File: src/rtl/posit_field_extract.sv
// Iterative posit decode front-end: splits one posit word into sign, regime,
// exponent and fraction fields, counting the regime run one bit per cycle.
module posit_field_extract #(
  parameter int unsigned BITS  = 32,
  parameter int unsigned ES    = 2,
  parameter int unsigned WIDTH = $clog2(BITS)
) (
  input  logic             clk,
  input  logic             rst,
  input  logic             in_valid,
  output logic             in_ready,
  input  logic [BITS-1:0]  in_data,
  output logic             out_valid,
  input  logic             out_ready,
  output logic             out_sign,
  output logic             out_zero,
  output logic             out_nar,
  output logic [WIDTH:0]   out_k,
  output logic [BITS-1:0]  out_run,
  output logic [ES-1:0]    out_exp,
  output logic [BITS-1:0]  out_frac
);

  typedef enum logic [1:0] {StIdle, StConv, StScan, StDone} state_e;

  localparam logic [BITS-1:0]  NarWord = {1'b1, {(BITS-1){1'b0}}};
  localparam logic [BITS-1:0]  WordOne = {{(BITS-1){1'b0}}, 1'b1};
  localparam logic [WIDTH-1:0] CntMax  = WIDTH'(BITS-1);
  localparam logic [WIDTH-1:0] CntOne  = {{(WIDTH-1){1'b0}}, 1'b1};
  localparam logic [WIDTH:0]   KOne    = {{WIDTH{1'b0}}, 1'b1};

  state_e            state_q, state_d;
  logic [BITS-1:0]   rem_q, rem_d;
  logic              r0_q, r0_d;
  logic [WIDTH-1:0]  cnt_q, cnt_d;
  logic              sign_q, sign_d;
  logic              zero_q, zero_d;
  logic              nar_q, nar_d;
  logic [WIDTH:0]    k_q, k_d;
  logic [BITS-1:0]   run_q, run_d;
  logic [ES-1:0]     exp_q, exp_d;
  logic [BITS-1:0]   frac_q, frac_d;

  logic [BITS-1:0]   mag;
  logic [BITS-1:0]   rem_skip;
  logic [WIDTH:0]    cnt_ext;

  // Next-state and datapath: capture, magnitude, serial regime scan, field split
  always_comb begin
    state_d = state_q;
    rem_d   = rem_q;
    r0_d    = r0_q;
    cnt_d   = cnt_q;
    sign_d  = sign_q;
    zero_d  = zero_q;
    nar_d   = nar_q;
    k_d     = k_q;
    run_d   = run_q;
    exp_d   = exp_q;
    frac_d  = frac_q;

    // rem_q holds the raw word during StConv
    mag      = sign_q ? (~rem_q + WordOne) : rem_q;
    // Skip the terminating bit unless the run saturated the whole word
    rem_skip = (cnt_q < CntMax) ? (rem_q << 1) : rem_q;
    cnt_ext  = {1'b0, cnt_q};

    unique case (state_q)
      StIdle: begin
        if (in_valid) begin
          rem_d  = in_data;
          zero_d = (in_data == '0);
          nar_d  = (in_data == NarWord);
          k_d    = '0;
          run_d  = '0;
          exp_d  = '0;
          frac_d = '0;
          if ((in_data == '0) || (in_data == NarWord)) begin
            sign_d  = 1'b0;
            state_d = StDone;
          end else begin
            sign_d  = in_data[BITS-1];
            state_d = StConv;
          end
        end
      end
      StConv: begin
        rem_d   = mag << 1;
        r0_d    = mag[BITS-2];
        cnt_d   = '0;
        state_d = StScan;
      end
      StScan: begin
        if ((rem_q[BITS-1] == r0_q) && (cnt_q < CntMax)) begin
          cnt_d = cnt_q + CntOne;
          rem_d = rem_q << 1;
        end else begin
          exp_d   = rem_skip[BITS-1 -: ES];
          frac_d  = rem_skip << ES;
          run_d   = {{(BITS-WIDTH){1'b0}}, cnt_q};
          k_d     = r0_q ? (cnt_ext - KOne) : -cnt_ext;
          state_d = StDone;
        end
      end
      StDone: begin
        if (out_ready) state_d = StIdle;
      end
      default: state_d = StIdle;
    endcase
  end

  // State and field registers with synchronous reset
  always_ff @(posedge clk) begin
    if (rst) begin
      state_q <= StIdle;
      rem_q   <= '0;
      r0_q    <= 1'b0;
      cnt_q   <= '0;
      sign_q  <= 1'b0;
      zero_q  <= 1'b0;
      nar_q   <= 1'b0;
      k_q     <= '0;
      run_q   <= '0;
      exp_q   <= '0;
      frac_q  <= '0;
    end else begin
      state_q <= state_d;
      rem_q   <= rem_d;
      r0_q    <= r0_d;
      cnt_q   <= cnt_d;
      sign_q  <= sign_d;
      zero_q  <= zero_d;
      nar_q   <= nar_d;
      k_q     <= k_d;
      run_q   <= run_d;
      exp_q   <= exp_d;
      frac_q  <= frac_d;
    end
  end

  // Handshake and field outputs straight from registers
  always_comb begin
    in_ready  = (state_q == StIdle);
    out_valid = (state_q == StDone);
    out_sign  = sign_q;
    out_zero  = zero_q;
    out_nar   = nar_q;
    out_k     = k_q;
    out_run   = run_q;
    out_exp   = exp_q;
    out_frac  = frac_q;
  end

endmodule

File: config.mk
export PLATFORM = sky130hd
export DESIGN_NAME = posit_field_extract
export DESIGN_NICKNAME = d
export VERILOG_FILES = /design/src/rtl/posit_field_extract.sv
export SDC_FILE = /design/constraint.sdc
export NUM_CORES = 1
export LEC_CHECK = 0
export CORE_MARGIN = 10
export CORE_UTILIZATION = 55
export DETAILED_ROUTE_END_ITERATION = 8
export PLACE_DENSITY = 0.85
export SLEW_MARGIN = 20
export SYNTH_ARGS = -nofsm -noshare
export SYNTH_HDL_FRONTEND = slang
export SYNTH_SLANG_ARGS = --single-unit
File: constraint.sdc
create_clock -name clk -period 6.3 [get_ports clk]
set_clock_uncertainty 0.1 [all_clocks]
set_input_delay 0.63 -clock clk [delete_from_list [all_inputs] [get_ports clk]]
set_output_delay 0.63 -clock clk [all_outputs]
set_load 0.03 [all_outputs]
==> impl_metrics.toml <==
[worst_hold_path]
min_path_type = "reg2reg"
holdPathStages = 2

[yosys]
ys_seq_area_share_pct = 32.3
syn_avg_cell_area_um2 = 7.63
syn-cell-area_mm2 = 0.00534
synth_cells = 700
ys_types = 63
yosys_warnings = 0
synthArstFlopShare_pct = 0
synth_flop_cell = "dfxtp_1"
ys_ff_latch = 86
synthTopCellsByArea = "dfxtp_1, mux2_2, a21oi_1"
synth_edf_count = 0
synth.largest_area_cell = "dfxtp_1"
synth_top_area_share_pct = 32.3

[clock_tree]
clock_sinks = 86
cts_tree = "built"
clk_path_buf_depth = 2
cts_setup_buffers = 0
hold_buffers = 0
clock-root-buffer = "clkbuf_8"
clk_latency_ns = 0.36
cts-buffers-inserted = 9
ctsResizeCount = 0
cts_max_level = 3
clkTransAtPathRegs_ns = 0.09

[placement]
place_inst = 854
dp_hpwl_um = 12200
portBuffers = 83
gp_congestion = 0.946

[die]
dieHeight_um = 119
fp.coreArea_mm2 = 0.00933
rows = 35
die_x_um = 119
die_area_mm2 = 0.0140
start_util_pct = 57.2
ios = 113

[power]
comb_power_share_pct = 53.6
max-vdd-ir-drop_mv = 0.254
switching_share_pct = 50.8
seqPwrFrac_pct = 30.1
p_sw_w = 0.00151
p_int_w = 0.00146
p_leak_nw = 2.26
p_clk_share_pct = 16.3
pwr_density_cell_mw_per_mm2 = 473

[cells_and_area]
instances_no_fill = 870
layout_commonest_cell = "dfxtp_1"
antennaDiodeCount = 0
fill_cells = 837
final_cell_mix = "dfxtp_1, clkdlybuf4s50_1, nand2_1, a21oi_1, nor2_1"
nets = 779
synthToLayoutAreaGrowth_pct = 17.6
final_core_util_pct = 67.3
drive_gt1_share_pct = 8.77

[worst_setup_path]
arrival_ns = 3.19
r2r_cells = 8
cpMaxStageDelayCell = "a21o_2"
cp_data_required_time_ns = 6.41
path_depth = 8
cp_num_buf_inv = 3
slowest_delay_ns = 0.67
path_delay_family = "buffers and inverters"
end_kind = "flop"
criticalPathCategory = "reg2reg"
cpMostUsedCell = "inv_1"
path_max_fanout = 58
start_kind = "flop"
crit_chain = "inv_1 > ha_1 > buf_4 > inv_1 > nor2_1 > a21o_2 > or4_1 > a21oi_1"

[drt]
drt-wirelength-per-cell_um = 19.7
route.detailed.drc = 0
drtAntennaViolNets = 0
drt-total-wl_um = 17100
avgViaCountPerCell = 6.29
drt_iter0_markers = 679
vias = 5475
drt_pass1_iterations = 6

[sta]
fmax_mhz = 325
worst_pin_slew_ns = 0.961
tns_ns = 0
fin_hold_ws_ns = 0.357
setup_viol = 0
rsz0062_at_grt = "no"
slew_violations = 0
period_needed_ns = 3.07
hold_viol = 0
period_share_pct = 48.8
slew_headroom_pct = 35.5

[grt]
overflow = 0
grt_pass1_vias = 5261
antenna_found_initial = 0
grt.total_usage_pct = 23.4
grt_pass1_wl_um = 27600
grt_max_degree = 83

[outcome]
status = "completed"

[job]
cap_violations = 0
[cells in the mapped netlist, drive strengths merged (5+ instances only)]
master and number:
dfxtp 86, nand2 79, a21oi 67, clkbuf 57, nor2 53, nand3 51
buf 36, mux2 30, o21ai 27, nor3 21, inv 15, nor4 14
a22oi 10, nand4 10, xnor2 10, and3 8, or3 8, a21o 7
ha 7, o41ai 7, a211oi 6, nand2b 6, o211ai 6, a32o 5
mux2i 5, o311ai 5, xor2 5
[worst min-delay path, delay by kind of cell, from the launching register on]
family	cells	cell delay [ns]
simple gates	1	0.05
flops	1	0.32
compound gates	1	0.05
[final cells by class]
class | instances | area (um^2) | share of cell area (%)
multi-input cells | 533 | 3210 | 51.2
clock buffers | 9 | 124 | 1.97
well taps | 129 | 161 | 2.57
flip-flops and latches | 86 | 1720 | 27.4
repair buffers | 90 | 878 | 14.0
inverters | 16 | 60.1 | 0.957
clock inverters | 7 | 120 | 1.91
[per-stage QoR]
| stage | instance area (um^2) | power, W | setup WS, ns |
|---|---|---|---|
| 6_report | 6280 | 0.00297 | 3.23 |
| 5_1_grt | 6280 | 0.00316 | 2.87 |
| 4_1_cts | 6270 | 0.00292 | 3.28 |
| 3_5_place_dp | 6030 | 0.00244 | 3.21 |
| 3_3_place_gp | 6020 | 0.00241 | 3.13 |
| 2_1_floorplan | 5440 | 0.00203 | 3.95 |
[flip-flops by register name, summed over array words and instances, names as in the netlist, 2 cells and up]
name and count:
out_frac 30, rem_q 32, state_q 2, out_exp 2, cnt_q 5, out_k 6
out_run 5
[per-layer routing]
metal / global-route usage, % / wire length [um] / vias up
met3: 6.19 / 1580 / 56
li1: - / - / 2556
met1: 27.3 / 6680 / 2562
met5: 0 / 0 / -
met2: 39.1 / 8220 / 301
met4: 10.9 / 629 / 0
[kinds of logic after synthesis]
logic type | Yosys count | share of synthesized area [%]
xor+xnor | 15 | 2.46
fa+ha+maj | 7 | 1.64
mux | 35 | 7.27
buf+inv | 109 | 9.77
compound gates | 179 | 22.3
simple gates | 268 | 24.2
flops | 86 | 32.3
other cells | 1 | 0.0703
[path summary, 6_finish.rpt]
kind	from	end	slack, ns
max	state_q[0]$_SDFFE_PP0P_	out_frac[2]$_SDFFE_PP0P_	3.23
min	out_frac[4]$_SDFFE_PP0P_	out_frac[4]$_SDFFE_PP0P_	0.36
max reg2reg	state_q[0]$_SDFFE_PP0P_	out_frac[2]$_SDFFE_PP0P_	3.23
min reg2reg	out_frac[4]$_SDFFE_PP0P_	out_frac[4]$_SDFFE_PP0P_	0.36
[power groups by stage]
stage               combinational [W]  clock [W]  sequential (W)
floorplan                     0.00124          0        0.000783
global placement              0.00151          0        0.000893
detailed placement            0.00155          0        0.000895
CTS                           0.00156   0.000481        0.000882
global route                  0.00175   0.000506        0.000910
finish                        0.00159   0.000482        0.000893
Power figures use the tool's default switching activity.
